[src/rtl/pl_elastic_reg_pkg.sv]
// Shared control codes, limits and helpers for the elastic pipeline register.
package pl_elastic_reg_pkg;

  localparam int PL_STATUS_BUS_WIDTH = 2;
  localparam int PL_BUF_MAX_DEPTH    = 8;

  // Any code other than FLUSH or PAUSE means run.
  typedef enum logic [PL_STATUS_BUS_WIDTH-1:0] {
    PL_RUN   = 2'b00,
    PL_FLUSH = 2'b01,
    PL_PAUSE = 2'b10
  } pl_ctrl_e;

  // A single-entry ring still needs a one-bit pointer register.
  function automatic int ptr_width(input int depth);
    return (depth > 1) ? $clog2(depth) : 1;
  endfunction

endpackage

[src/rtl/pl_elastic_reg_if.sv]
// Valid/ready/payload bundle for one side of a pipeline-register boundary.
interface pl_elastic_reg_if #(
  parameter int WIDTH = 32
);
  logic             valid;
  logic             ready;
  logic [WIDTH-1:0] data;

  modport master (output valid, output data, input ready);
  modport slave  (input valid, input data, output ready);
endinterface

[src/rtl/pl_elastic_reg_ring_ptr.sv]
// Modulo-DEPTH ring pointer; wraps from DEPTH-1 back to 0 explicitly.
module pl_ring_ptr
  import pl_elastic_reg_pkg::*;
#(
  parameter int DEPTH = 2,
  parameter int PTR_W = ptr_width(DEPTH)
) (
  input  logic             clk,
  input  logic             clr,
  input  logic             clear,
  input  logic             inc,
  output logic [PTR_W-1:0] ptr
);

  localparam logic [PTR_W-1:0] LAST = PTR_W'(DEPTH - 1);

  always_ff @(negedge clk or negedge clr) begin
    if (!clr) begin
      ptr <= '0;
    end else if (clear) begin
      ptr <= '0;
    end else if (inc) begin
      ptr <= (ptr == LAST) ? '0 : ptr + PTR_W'(1);
    end
  end

endmodule

[src/rtl/pl_elastic_reg.sv]
// Elastic pipeline register: DEPTH-entry ring buffer behind valid/ready, with
// FLUSH/PAUSE stage control. State updates on the falling clock edge.
module pl_elastic_reg
  import pl_elastic_reg_pkg::*;
#(
  parameter int               WIDTH      = 32,
  parameter int               DEPTH      = 2,
  parameter bit               READY_PASS = 1'b1,
  parameter logic [WIDTH-1:0] FLUSH_VAL  = '0
) (
  input  logic                           clk,
  input  logic                           clr,
  input  logic [PL_STATUS_BUS_WIDTH-1:0] pl_ctrl,
  pl_elastic_reg_if.slave                in_bus,
  pl_elastic_reg_if.master               out_bus,
  output logic [$clog2(DEPTH+1)-1:0]     count,
  output logic                           full,
  output logic                           empty
);

  localparam int PTR_W = ptr_width(DEPTH);
  localparam int CNT_W = $clog2(DEPTH + 1);

  generate
    if (DEPTH < 1 || DEPTH > PL_BUF_MAX_DEPTH || WIDTH < 1 || WIDTH > 256) begin : g_bad_param
      $error("pl_elastic_reg: WIDTH/DEPTH out of range");
    end
  endgenerate

  logic [WIDTH-1:0] mem [DEPTH];
  logic [PTR_W-1:0] wr_ptr, rd_ptr;
  logic [CNT_W-1:0] count_reg;
  logic             flush, pause, active;
  logic             in_ready, out_valid, push, pop;

  // FLUSH outranks PAUSE; holding clr low also blocks both handshakes.
  assign flush  = (pl_ctrl == PL_FLUSH);
  assign pause  = (pl_ctrl == PL_PAUSE);
  assign active = clr & ~flush & ~pause;

  assign empty     = (count_reg == '0);
  assign full      = (count_reg == CNT_W'(DEPTH));
  assign count     = count_reg;
  assign out_valid = active & ~empty;

  generate
    if (READY_PASS) begin : g_pass
      assign in_ready = active & (~full | out_bus.ready);
    end else begin : g_no_pass
      assign in_ready = active & ~full;
    end
  endgenerate

  assign push = in_bus.valid & in_ready;
  assign pop  = out_valid & out_bus.ready;

  assign in_bus.ready  = in_ready;
  assign out_bus.valid = out_valid;
  assign out_bus.data  = empty ? FLUSH_VAL : mem[rd_ptr];

  always_ff @(negedge clk or negedge clr) begin
    if (!clr) begin
      for (int i = 0; i < DEPTH; i++) mem[i] <= FLUSH_VAL;
    end else if (push) begin
      mem[wr_ptr] <= in_bus.data;
    end
  end

  // Occupancy is tracked on its own so full and empty never alias when pointers meet.
  always_ff @(negedge clk or negedge clr) begin
    if (!clr) begin
      count_reg <= '0;
    end else if (flush) begin
      count_reg <= '0;
    end else if (push && !pop) begin
      count_reg <= count_reg + CNT_W'(1);
    end else if (pop && !push) begin
      count_reg <= count_reg - CNT_W'(1);
    end
  end

  pl_ring_ptr #(.DEPTH(DEPTH), .PTR_W(PTR_W)) u_wr_ptr (
    .clk   (clk),
    .clr   (clr),
    .clear (flush),
    .inc   (push),
    .ptr   (wr_ptr)
  );

  pl_ring_ptr #(.DEPTH(DEPTH), .PTR_W(PTR_W)) u_rd_ptr (
    .clk   (clk),
    .clr   (clr),
    .clear (flush),
    .inc   (pop),
    .ptr   (rd_ptr)
  );

endmodule

[src/flat_wrapper.sv]
// flat-port wrapper written by rule: the top's interface ports become plain ports
module pl_elastic_reg_flat import pl_elastic_reg_pkg::*;
#(
  parameter int               WIDTH      = 32,
  parameter int               DEPTH      = 2,
  parameter bit               READY_PASS = 1'b1,
  parameter logic [WIDTH-1:0] FLUSH_VAL  = '0
)
  (clk, clr, pl_ctrl, count, full, empty, in_bus_valid, in_bus_data, in_bus_ready, out_bus_valid, out_bus_data, out_bus_ready);
  pl_elastic_reg_if #(.WIDTH(WIDTH)) in_bus_i ();
  pl_elastic_reg_if #(.WIDTH(WIDTH)) out_bus_i ();
  input  logic clk;
  input  logic clr;
  input  logic [PL_STATUS_BUS_WIDTH-1:0] pl_ctrl;
  output logic [$clog2(DEPTH+1)-1:0] count;
  output logic full;
  output logic empty;
  input wire logic [$bits(in_bus_i.valid)-1:0] in_bus_valid;
  input wire logic [$bits(in_bus_i.data)-1:0] in_bus_data;
  output wire logic [$bits(in_bus_i.ready)-1:0] in_bus_ready;
  output wire logic [$bits(out_bus_i.valid)-1:0] out_bus_valid;
  output wire logic [$bits(out_bus_i.data)-1:0] out_bus_data;
  input wire logic [$bits(out_bus_i.ready)-1:0] out_bus_ready;
  assign in_bus_i.valid = in_bus_valid;
  assign in_bus_i.data = in_bus_data;
  assign in_bus_ready = in_bus_i.ready;
  assign out_bus_valid = out_bus_i.valid;
  assign out_bus_data = out_bus_i.data;
  assign out_bus_i.ready = out_bus_ready;
  pl_elastic_reg #(.WIDTH(WIDTH), .DEPTH(DEPTH), .READY_PASS(READY_PASS), .FLUSH_VAL(FLUSH_VAL)) u_core (.clk(clk), .clr(clr), .pl_ctrl(pl_ctrl), .in_bus(in_bus_i), .out_bus(out_bus_i), .count(count), .full(full), .empty(empty));
endmodule
[config.mk]
export PLATFORM = sky130hd
export DESIGN_NAME = pl_elastic_reg_flat
export DESIGN_NICKNAME = d
export VERILOG_FILES = /design/src/rtl/pl_elastic_reg_pkg.sv /design/src/rtl/pl_elastic_reg_if.sv /design/src/rtl/pl_elastic_reg_ring_ptr.sv /design/src/rtl/pl_elastic_reg.sv /design/src/flat_wrapper.sv
export SDC_FILE = /design/constraint.sdc
export NUM_CORES = 1
export LEC_CHECK = 0
export ABC_AREA = 1
export CORE_MARGIN = 2
export CORE_UTILIZATION = 51
export CTS_CLUSTER_DIAMETER = 200
export CTS_CLUSTER_SIZE = 28
export DETAILED_ROUTE_END_ITERATION = 10
export PLACE_DENSITY = 0.76
export SLEW_MARGIN = 10
export SYNTH_ARGS = -nofsm -noshare
export SYNTH_HDL_FRONTEND = slang
export SYNTH_SLANG_ARGS = --single-unit
[constraint.sdc]
create_clock -name clk -period 2.09 [get_ports clk]
set_input_delay 0.418 -clock clk [delete_from_list [all_inputs] [get_ports clk]]
set_output_delay 0.418 -clock clk [all_outputs]
set_load 0.005 [all_outputs]
**Word level (Yosys, flattened, before mapping)**

Index checks and enable logic that the tools add are counted.

- Register bits: 68
- Bits of input ports: 38
- Output and inout port bits: 38

- $add $sub $neg: 4
- $lt $le $gt $ge: 3
- Equality and inequality tests: 3
- Multiplexer cells: 16
- Bitwise gates (word level): 13
- Reduce and logical (&&, ||, !) cells: 9

Operators with widths:

| cell | count |
|---|---|
| 32-bit two-way mux | 5 |
| 64-bit bitwise mux | 1 |
| 32-bit demux with 1-bit select | 1 |
| 1-bit AND | 6 |
| 1-bit two-way mux | 6 |
| 2-bit two-way mux | 3 |
| 2-bit equality test (second input constant) | 2 |
| 2-bit greater-or-equal comparator (second input constant) | 2 |
| 1-bit NOT | 4 |
| 1-bit NOT with 2-bit output | 2 |
| 2-bit nonzero test | 2 |
| 1-bit logical AND | 3 |
| 3-bit nonzero test | 1 |
| 1-bit adder (second input constant) | 2 |
| 2-bit by 1-bit adder with 2-bit output (second input constant) | 1 |
| 2-bit by 1-bit equality test with 1-bit output (second input constant) | 1 |
| 1-bit zero test | 2 |
| 2-bit zero test | 1 |
| 2-bit by 1-bit less-than comparator with 1-bit output (second input constant) | 1 |
| 2-bit by 1-bit subtractor with 2-bit output (second input constant) | 1 |
| 1-bit bitwise OR | 1 |

**Longest topological paths before layout**

Gate-level depths: netlist of the first run.

- Word-level depth: 11
- Gate-level depth with buffers: 10

**Modules after synthesis**

Synthesis of the first run repeated with hierarchy kept, for this count alone.

- Cell total of the unflattened synthesis: 395
- Area, all modules: 3275.6 um2

Modules (own cells, without submodules):

| module | times used | cells an instance | area an instance (um2) | sequential area each (um2) |
|---|---|---|---|---|
| pl_elastic_reg | 1 | 383 | 3188.1 | 1651.6 |
| pl_ring_ptr | 2 | 6 | 43.8 | 25.0 |

==> metrics, run 1 <==
die area 7490 um^2; Finished Layout Cells 663; WP data arrival 2.61 ns; vias per inst 6.99; port buffer count 75; MaxCap Viol Count 0; final hold violations 0; main area contributors after synthesis dfrtn_1, nand2_1, nand4_1, a21oi_1, buf_6; Initial Utilization 52.0%; vias post-DR 4,635; post-synthesis cell count approximately 430; CTS tree done; slowest cell delay on critical path 0.49 ns; CTS Sinks 68; Power Density 1310 nW/um^2; Max Slew Vio Count 0; RSZ-0062 raised after global routing true; placed insts roughly 600; leak pwr 2.98 nW; post-route cell area ~6300 um^2; Sw Ratio 43.0%; DP Worst Slack -1.03 ns; Clock transition at path regs 0.05 ns; Hold Crit Class flip-flop to flip-flop; synthesized area per cell about 8.0 um^2; placed instance area 4570 um^2; initial antenna violation count 0; Top-Level Pins 76; layout cell share with drive strength beyond 1 between 50 and 60%; WP buf/inv 3; Wirelength per Cell 27.5 um; Iter 0 DRT Violations 607; Top delay family on crit path buffers and inverters; Worst-Margin Slew 0.796 ns; global route overflow 0; worst path cell trace buf_12 -> buf_8 -> nand2_2 -> a21oi_2 -> buf_2; Clock Path Buffers 2; Syn Nets between 400 and 500; final setup vio count 106; CP Capture Type primary output; layout overhead on the synthesized area 82.0%; synth unique cells 21; Clock Skew around 0.0076 ns; worst r2r path cells 14; first-pass GRT wire length 22,400 um; Clock H-tree levels 3; Worst Path Required ~1.7 ns; switching power 3.58 mW; type of the worst setup path flip-flop to primary output; Crit Path Max Fanout 8; number of global-route vias before repair 4,340; Peak VDD IR a little over 900 uV; clock latency on the worst-skew pair around 0.34 ns; r2r endpoint u_core.mem[26]; Worst slew margin a little under half; die span in y 86.6 um; register area share after synthesis 48.9%; fraction of power consumed by the clock network 14.3%; max reg flops 64; Hold WS around 0.44 ns; Seq cells post-synth 68; CP max stage cell dfrtn_1; worst setup path end out_bus_data[13]; post-synth top area share 48.9%; Crit path depth 5; synthesis warning total 0; sequential power share 31.7%; GRT Util Overall slightly below 40%; GPL Wtd Cong 0.818; Total Wirelength 18,200 um; combinational share of power 54.1%; final worst setup slack -0.940 ns; largest net degree at the start of global routing 63; R2R Setup Slk 0 ns; 1st-pass router iterations 6; DP Wirelength 6100 um; Crit Reg-Reg Startpoint u_core.count[0]; internal power between 4 and 5 mW; row count 30; final net count between 600 and 700; die width 86.6 um; Remaining DRCs 0; failing checks setup timing; cts bufs inserted 9; Critical path origin u_core.u_rd_ptr.ptr; status finished with violations; ant diodes 0; DRT antenna net count 0; CTS Root Cell clkbuf_8; hold_buf cts 0; Placeable Area 6680 um^2; CP Launch Type flip-flop; Mapped Area 3480 um^2; cell type with the highest aggregate area in the netlist dfrtn_1
## cells in the mapped netlist
master	n
clkbuf_1	9
nand3_1	7
buf_2	14
nand2_4	1
buf_1	2
a21oi_1	33
dfrtn_1	68
nand2_1	197
nor2_1	3
inv_1	7
nand4_1	65
ha_1	1
nand2_2	3
nand4_4	2
nor2_2	1
nor2_4	1
nand3b_1	1
o21ai_0	2
inv_2	4
nand3_2	1
buf_6	12
## layout make-up
type | count | area, um^2
Timing Repair Buffer | 171 | 1970
Multi-Input combinational cell | 318 | 2280
Clock inverter | 4 | 48.8
Clock buffer | 11 | 151
Tap cell | 80 | 100
Sequential cell | 68 | 1700
Fill cell | 178 | 353
Inverter | 11 | 77.6
## worst min-delay path: stages, from the launching register on
cell     delay (ns)
dfrtn_1        0.42
nand2_2        0.06
nand2_1        0.05
## layer usage
metal	global-route usage [%]	vias to the layer above	share of wire (%)
li1	-	1755	-
met1	46.7	2213	34
met2	63.4	500	46
met3	9.24	167	11
met4	28.1	0	9.0
met5	0	-	0
## per-stage QoR
stage                     TNS (ns)  utilization, %  power, mW
final                       -64.48            94.7       8.32
after global routing        -65.83            94.7       8.50
after CTS                   -52.88            87.0       6.91
after detailed placement   -103.28            68.5       4.79
after global placement      -99.64            68.5       4.70
after floorplan             -26.59               -       3.50
## cell usage in the layout, fill, tap and decap left out, drive strengths merged
cell type / n
nor2: 5
nand4: 67
o21ai: 2
nand3b: 1
bufinv: 1
nand3: 8
buf: 134
a21oi: 33
nand2: 201
clkinv: 3
clkbuf: 16
dfrtn: 68
inv: 11
clkdlybuf4s50: 32
ha: 1
## power groups by stage
| stage | clock (mW) | sequential (mW) | combinational (mW) |
|---|---|---|---|
| finish | 1.19 | 2.63 | 4.50 |
| global route | 1.20 | 2.65 | 4.66 |
| CTS | 1.12 | 2.31 | 3.48 |
| detailed placement | 0 | 2.24 | 2.55 |
| global placement | 0 | 2.22 | 2.49 |
| floorplan | 0 | 2.17 | 1.33 |
## worst min-delay path by stage
| stage | cells past startpoint | slack, ns | start | to |
|---|---|---|---|---|
| finish | 2 | 0.44 | u_core.mem[25] | u_core.mem[25] |
| global route | 2 | 0.47 | u_core.mem[22] | u_core.mem[22] |
| CTS | 2 | 0.42 | u_core.mem[48] | u_core.mem[48] |
| detailed placement | 2 | 0.42 | u_core.mem[57] | u_core.mem[57] |
| global placement | 2 | 0.41 | u_core.mem[50] | u_core.mem[50] |
| floorplan | 2 | 0.40 | u_core.mem[11] | u_core.mem[11] |
## kinds of logic (layout without fill, tap and decap cells)
logic type	count (synthesis)	count (layout)	share of synthesized area, %
AOI/OAI and AO/OA	35	35	5.04
adders and majority gates	1	1	0.360
buffers and inverters	48	197	8.28
DFF	68	68	48.9
and+or+nand+nor	282	282	37.4
## repair_timing
item | in CTS | in global routing
pin swaps | 37 | 39
setup buffers | 40 | 13
setup endpoints to repair | 106 | 106
cloned | 14 | 2
gates resized for setup | 313 | 143
Power figures use the tool's default switching activity.
==> run 2: changes to the inputs <==
--- a/config.mk
+++ b/config.mk
@@ -7,7 +7,7 @@
 export LEC_CHECK = 0
 export ABC_AREA = 1
 export CORE_MARGIN = 2
-export CORE_UTILIZATION = 51
+export CORE_UTILIZATION = 50
 export CTS_CLUSTER_DIAMETER = 200
 export CTS_CLUSTER_SIZE = 28
 export DETAILED_ROUTE_END_ITERATION = 10
@@ -15,4 +15,5 @@
 export SLEW_MARGIN = 10
 export SYNTH_ARGS = -nofsm -noshare
 export SYNTH_HDL_FRONTEND = slang
+export SYNTH_HIERARCHICAL = 1
 export SYNTH_SLANG_ARGS = --single-unit
==> constraint.sdc (replaced) <==
create_clock -name clk -period 3.2 [get_ports clk]
set_input_delay 0.64 -clock clk [delete_from_list [all_inputs] [get_ports clk]]
set_output_delay 0.64 -clock clk [all_outputs]
set_load 0.005 [all_outputs]
==> metrics, run 2 <==
register area share after synthesis 51.9% (+3.0 points); post-synthesis compound-gate area fraction 18.3% (+13 points); cell type with the highest aggregate area in the netlist dfrtn_1; die span in y 84.9 um (-1.9%); CTS Sinks 68 (unchanged); DP Wirelength 5150 um (-15%); global route overflow 99; synth unique cells 21 (unchanged); synth cell count leaders nand2_1, dfrtn_1, inv_1; post-synthesis cell count 395 (-9.0%); Clock Path Buffers 2 (unchanged); GPL Wtd Cong 0.756 (-7.6%); synthesis warning total 6 (+6); first error [ERROR GRT-0232] Routing congestion too high. Check the congestion heatmap in the GUI.; top-count cell post-synth nand2_1; Adder-Cell Fraction of Synth Area 0% (-0.36 points); row count 29 (-3.3%); post-synth top area share 51.9% (+3.0 points); die width 84.9 um (-1.9%); CTS Root Cell clkbuf_8; hold_buf cts 0 (unchanged); GR repair worst EP out_bus_data[12]; status aborted with a tool error; Top-Level Pins 76 (unchanged); Stop stage 5_1_grt; largest family of logic cells by synthesized area simple AND/OR/NAND/NOR gates; Seq cells post-synth 68 (unchanged); Clock H-tree levels 3 (unchanged); Mapped Area 3280 um^2 (-5.8%); main area contributors after synthesis dfrtn_1, nand2_1, o21ai_2, inv_1, a21oi_1; cts bufs inserted 9 (unchanged); Initial Utilization 51.6% (-0.45 points); DP Worst Slack -0.889 ns (+0.145 ns); Top FF cell, synth dfrtn_1; ys async rst share 100% (unchanged); Post-Synth Simple-Gate Area 20.4% (-17 points); synthesized area per cell 8.29 um^2 (+3.5%); worst_ep kind primary output; GRT Util Overall 76.4%; Syn Nets 433 (-8.5%); port buffer count 75 (unchanged); xor/xnor share of the synthesized area 0% (unchanged); largest net degree at the start of global routing between 60 and 70; mux cell area share after synthesis 0% (unchanged); count of flip-flops with a built-in enable after synthesis 0 (unchanged)
run 2: kinds of logic after synthesis:
group           Yosys count
compound gates           96
flops                    68
simple gates            164
buf+inv                  67
run 2: metrics by stage:
step	util, %	instances	cell area, um^2
CTS	87.9	628	5580
detailed placement	70.0	567	4450
global placement	70.0	567	4450
floorplan	-	395	3390
run 2: routing by layer:
layer  GRT usage [%]  overflow
met5               0         0
met1            77.9         1
met3            50.9         0
met2            95.6        56
met4            87.9        42
run 2: repair_timing:
| action | 4_1_cts |
|---|---|
| gates resized for setup | 351 |
| endpoints found under the setup margin | 106 |
| setup buffers | 39 |
| gates cloned | 10 |
| pin swaps | 31 |
==> run 3: changes to the inputs <==
--- a/config.mk
+++ b/config.mk
@@ -7,11 +7,9 @@
 export LEC_CHECK = 0
 export ABC_AREA = 1
 export CORE_MARGIN = 2
-export CORE_UTILIZATION = 50
-export CTS_CLUSTER_DIAMETER = 200
-export CTS_CLUSTER_SIZE = 28
+export CORE_UTILIZATION = 40
 export DETAILED_ROUTE_END_ITERATION = 10
-export PLACE_DENSITY = 0.76
+export PLACE_DENSITY_LB_ADDON = 0.15
 export SLEW_MARGIN = 10
 export SYNTH_ARGS = -nofsm -noshare
 export SYNTH_HDL_FRONTEND = slang
==> metrics, run 3 <==
worst r2r path cells 12; Seq cells post-synth 68 (unchanged); Clock H-tree levels 3 (unchanged); largest net degree at the start of global routing 69; hold depth 2; post-route cell area 6260 um^2; Total Wirelength 12,200 um; synth cell count leaders nand2_1, dfrtn_1, inv_1; hold_buf cts 0 (unchanged); R2R Setup Slk 1.28 ns; Placeable Area 8090 um^2; DP Wirelength 5130 um (-0.37%); internal power about 3.0 mW; Power Density 805 nW/um^2; switching power between 1.5 and 2 mW; synthesis warning total 6 (unchanged); failing checks setup timing; Wirelength per Cell 18.2 um; Clock Path Buffers 2 (unchanged); sequential power share 32.6%; top-count cell post-synth nand2_1; layout cell share with drive strength beyond 1 63.5%; synthesized area per cell 8.29 um^2 (unchanged); Initial Utilization 40.5% (-11 points); hold path startpoint u_core/mem[9]; die span in y 94.5 um (+11%); GPL Wtd Cong 0.728 (-3.6%); WHS Endpoint u_core/mem[9]; 1st-pass router iterations 4; CTS Root Cell clkbuf_8; final setup vio count 104; CTS tree done; Sw Ratio 39.6%; final net count 600; global route overflow 0; synth unique cells 21 (unchanged); status finished with violations; vias post-DR 3,474; vias per inst 5.17; number of global-route vias before repair 3,413; WP data arrival 3.11 ns; Clock Skew 0.00648 ns; first-pass GRT wire length 16,400 um; Remaining DRCs 0; Mapped Area 3280 um^2 (unchanged); Syn Nets 433 (unchanged); CP Capture Type primary output; fraction of power consumed by the clock network 13.2%; clock latency on the worst-skew pair 0.33 ns; die area 8930 um^2; Worst slew margin 41.6%; port buffer count 75 (unchanged); combinational share of power 54.2%; Top FF cell, synth dfrtn_1; post-synthesis cell count 395 (unchanged); max reg flops 64; RSZ-0062 raised after global routing true; Clock transition at path regs ~0.05 ns; CP Launch Type flip-flop; register area share after synthesis 51.9% (unchanged); main area contributors after synthesis dfrtn_1, nand2_1, o21ai_2, inv_1, a21oi_1; DRT antenna net count 0; count of flip-flops with a built-in enable after synthesis 0 (unchanged); post-synth top area share 51.9% (unchanged); Top-Level Pins 76 (unchanged); final hold violations 0; Max Slew Vio Count 0; Reg area 1700 um^2; layout overhead on the synthesized area 91.1%; ant diodes 0; footprint of the multi-input gates 2150 um^2; leak pwr 3.06 nW; cts bufs inserted 9 (unchanged); Hold Crit Class flip-flop to flip-flop; Crit Reg-Reg Startpoint u_core/count[0]; cell type with the highest aggregate area in the netlist dfrtn_1; row count 33 (+14%); Final Util 77.4%; GRT Util Overall 24.2%; ys async rst share 100% (unchanged); MaxCap Viol Count 0; Worst Path Required 2.56 ns; die width 94.5 um (+11%); type of the worst setup path flip-flop to primary output; filler cell count a little under 500; CTS Sinks 68 (unchanged); Worst-Margin Slew 0.876 ns; most frequent cells in the layout nand2_4, dfrtn_1, o21ai_2; placed instance area 4530 um^2 (+1.9%); initial antenna violation count 0; Iter 0 DRT Violations 172; Crit Path Max Fanout 6; Critical path origin u_core/u_rd_ptr/ptr; Peak VDD IR between 400 and 500 uV; final worst setup slack -0.553 ns; r2r endpoint u_core/mem[35]
run 3: power groups by stage:
stage / Sequential [mW] / Combinational [mW] / Clock, mW
finish: 1.64 / 2.73 / 0.664
floorplan: 1.42 / 0.821 / 0
global route: 1.68 / 2.90 / 0.708
CTS: 1.49 / 2.22 / 0.656
detailed placement: 1.45 / 1.72 / 0
global placement: 1.44 / 1.69 / 0
run 3: worst max-delay path: stages, from the launching register on:
cell     delay [ns]
dfrtn_1        0.39
buf_6          0.15
inv_8          0.06
buf_8          0.11
buf_8          0.13
nand2_4        0.05
a21oi_2        0.16
buf_2          0.14
run 3: repair_timing:
item / in CTS / in global routing
setup buffers: 43 / 15
pin swaps: 29 / 32
gates cloned: 11 / 4
endpoints found under the setup margin: 106 / 96
gates resized for setup: 327 / 175
run 3: worst max-delay path by stage:
stage / end / slack [ns] / depth (start not counted)
after floorplan: u_core/mem[55] / -0.18 / 10
after global placement: u_core/mem[41] / -0.82 / 10
after detailed placement: u_core/mem[33] / -0.85 / 10
after CTS: out_bus_data[18] / -0.56 / 7
after global routing: out_bus_data[19] / -0.60 / 7
final: out_bus_data[19] / -0.55 / 7
run 3: logic make-up (layout without fill, tap and decap cells):
| group | after synthesis | in the layout | share of synthesized area [%] |
|---|---|---|---|
| buffers and inverters | 67 | 239 | 9.32 |
| flip-flops | 68 | 68 | 51.9 |
| AO/OA/AOI/OAI | 96 | 96 | 18.3 |
| AND/OR/NAND/NOR | 164 | 164 | 20.4 |
run 3: area by class of cell:
class	instances	area share (%)
Clock buffer	12	2.48
Timing Repair Buffer	179	30.4
Multi-Input combinational cell	260	34.4
Inverter	44	3.00
Sequential cell	68	27.2
Tap cell	105	2.10
Clock inverter	4	0.380
run 3: routing by layer:
metal / GRT usage (%) / up-vias / share of wire (%)
met5: 0 / - / 0
met4: 7.49 / 0 / 1.9
met3: 5.67 / 18 / 4.5
met2: 40.1 / 96 / 53
met1: 31.5 / 1769 / 40
li1: - / 1591 / -
run 3: per-stage QoR:
stage | setup slack, ns | total power, mW | hold WS, ns | setup TNS, ns | instances
finish | -0.553 | 5.04 | 0.441 | -27.02 | 672
global route | -0.603 | 5.29 | 0.461 | -31.06 | 672
CTS | -0.565 | 4.37 | 0.436 | -26.94 | 670
detailed placement | -0.847 | 3.17 | 0.434 | -71.64 | 601
global placement | -0.816 | 3.13 | 0.426 | -69.43 | 601
floorplan | -0.176 | 2.24 | 0.413 | -5.18 | 395
==> run 4: changes to the inputs <==
--- a/config.mk
+++ b/config.mk
@@ -5,7 +5,7 @@
 export SDC_FILE = /design/constraint.sdc
 export NUM_CORES = 1
 export LEC_CHECK = 0
-export ABC_AREA = 1
+export ABC_AREA = 0
 export CORE_MARGIN = 2
 export CORE_UTILIZATION = 40
 export DETAILED_ROUTE_END_ITERATION = 10
==> metrics, run 4 <==
Clock H-tree levels 3 (unchanged); ant diodes 0 (unchanged); Hold Crit Class flip-flop to flip-flop; GPL Wtd Cong 0.760 (+4.4%); Total Wirelength 8350 um (-32%); register area share after synthesis 50.7% (-1.3 points); final net count 432 (-28%); CTS Root Cell clkbuf_8; die span in y 95.6 um (+1.2%); setup_tns -28.43 ns (-1.41 ns); post-synth top area share 50.7% (-1.3 points); ys async rst share 100% (unchanged); main area contributors after synthesis dfrtn_1, mux2_4, mux2i_1, mux2_2, nor2_1; synth cell count leaders dfrtn_1, nor2_1, mux2_4; Critical Path Most Common Cell buf_6; Top delay family on crit path buffers and inverters; top-count cell post-synth dfrtn_1; CTS tree done; Critical path origin u_core/u_rd_ptr/ptr; slowest cell delay on critical path 0.42 ns (+0.03 ns); Worst-Margin Slew 0.859 ns (-0.0169 ns); worst path cell trace buf_6 -> buf_8 -> buf_6 -> mux2i_2 -> nor2_1 -> buf_2; Max Slew Vio Count 0 (unchanged); final setup vio count 102 (-1.9%); Peak VDD IR 299 uV (-27%); type of the worst setup path flip-flop to primary output; WP data arrival 3.10 ns (about the same); Clock transition at path regs 0.05 ns (about the same); number of global-route vias before repair 2,643 (-23%); MaxCap Viol Count 0 (unchanged); hold path startpoint u_core/mem[63]; leak pwr 2.43 nW (-21%); Worst slew margin 42.7% (+1.1 points); Remaining DRCs 0 (unchanged); DP Wirelength 4860 um (-5.2%); synthesis warning total 6 (unchanged); most frequent cells in the layout dfrtn_1, mux2_4, buf_4; layout cell share with drive strength beyond 1 54.6% (-8.9 points); synthesized area per cell 13.9 um^2 (+67%); placed instance area 4630 um^2 (+2.3%); Power Density 770 nW/um^2 (-4.3%); Initial Utilization 41.1% (+0.60 points); GRT Util Overall 20.1% (-4.1 points); port buffer count 75 (unchanged); max reg flops 64 (unchanged); post-synthesis cell count 242 (-39%); Pwr Total 4.01 mW (-21%); synth unique cells 28 (+33%); Iter 0 DRT Violations 79 (-54%); CP Capture Type primary output; post-route cell area 5200 um^2 (-17%); Syn Nets 280 (-35%); failing checks setup timing; Clock Skew 0.00794 ns (+0.00146 ns); Mapped Area 3360 um^2 (+2.5%); Worst Path Required 2.56 ns (about the same); CTS Sinks 68 (unchanged); Placeable Area 8180 um^2 (+1.0%); R2R Setup Slk 1.12 ns (-0.16 ns); cts bufs inserted 9 (unchanged); row count 33 (unchanged); CP max stage cell dfrtn_1; die area 9140 um^2 (+2.4%); Crit Reg-Reg Startpoint u_core/count[1]; commonest non-fill, non-tap cell in the layout dfrtn_1; Wirelength per Cell 16.6 um (-9.0%); Clock Path Buffers 2 (unchanged); WP buf/inv 4 (-1); final worst setup slack -0.542 ns (+0.0107 ns); DP Worst Slack -0.990 ns (-0.143 ns); status finished with violations; Top FF cell, synth dfrtn_1; count of flip-flops with a built-in enable after synthesis 0 (unchanged); global route overflow 0 (unchanged); layout overhead on the synthesized area 54.8%; die width 95.6 um (+1.2%); largest net degree at the start of global routing 69 (unchanged); final hold violations 0 (unchanged); CP Launch Type flip-flop; vias per inst 4.73 (-8.5%); Seq cells post-synth 68 (unchanged); Crit Path Max Fanout 4 (-2); RSZ-0062 raised after global routing true; initial antenna violation count 0 (unchanged); first-pass GRT wire length 13,800 um (-16%); 1st-pass router iterations 3 (-1); clock latency on the worst-skew pair 0.33 ns (about the same); Top-Level Pins 76 (unchanged); cell type with the highest aggregate area in the netlist dfrtn_1; DRT antenna net count 0 (unchanged); vias post-DR 2,385 (-31%)
run 4: power by group:
part | switching [mW] | internal [mW]
Sequential | 0.232 | 1.26
Clock | 0.345 | 0.439
Combinational | 0.550 | 1.18
Total | 1.13 | 2.88
run 4: final timing paths:
path / end / cells past startpoint
max: out_bus_data[2] / 6
max in group asynchronous: u_core/mem[14] / 3
min: u_core/mem[63] / 1
min in group asynchronous: u_core/count[1] / 3
max reg2reg: u_core/mem[58] / 8
min reg2reg: u_core/mem[63] / 1
run 4: stage by stage:
stage	hold WS [ns]	util, %	cells
3_5_place_dp	0.455	56.7	454
3_3_place_gp	0.451	56.7	454
5_1_grt	0.464	63.6	504
2_1_floorplan	0.440	-	242
4_1_cts	0.460	65.5	513
6_report	0.456	63.6	504
run 4: logic make-up after synthesis:
| logic type | synth area share (%) |
|---|---|
| AOI/OAI and AO/OA | 0.969 |
| buffers and inverters | 4.69 |
| and+or+nand+nor | 7.49 |
| DFF | 50.7 |
| muxes | 35.1 |
| xor gates and xnor gates | 1.04 |
run 4: layer usage:
layer	wire [um]	track usage (%)
met4	99	6.07
met3	324	3.56
met2	3940	32.4
met5	0	0
met1	3980	27.5
run 4: timing repair:
action,in CTS,in global routing
endpoints found under the setup margin,105,102
setup buffers,38,6
hold buffers,0,0
gates cloned,6,0
pin swaps,25,19
resized for setup,220,21
run 4: cell type report:
cell class              instances  area, um^2
fillers                       634        2980
inverters                       1        3.75
clock buffers                  10         128
repair buffers                157        1470
well taps                     105         131
clock inverters                 6        88.8
multi-input cells             157        1670
flip-flops and latches         68        1700
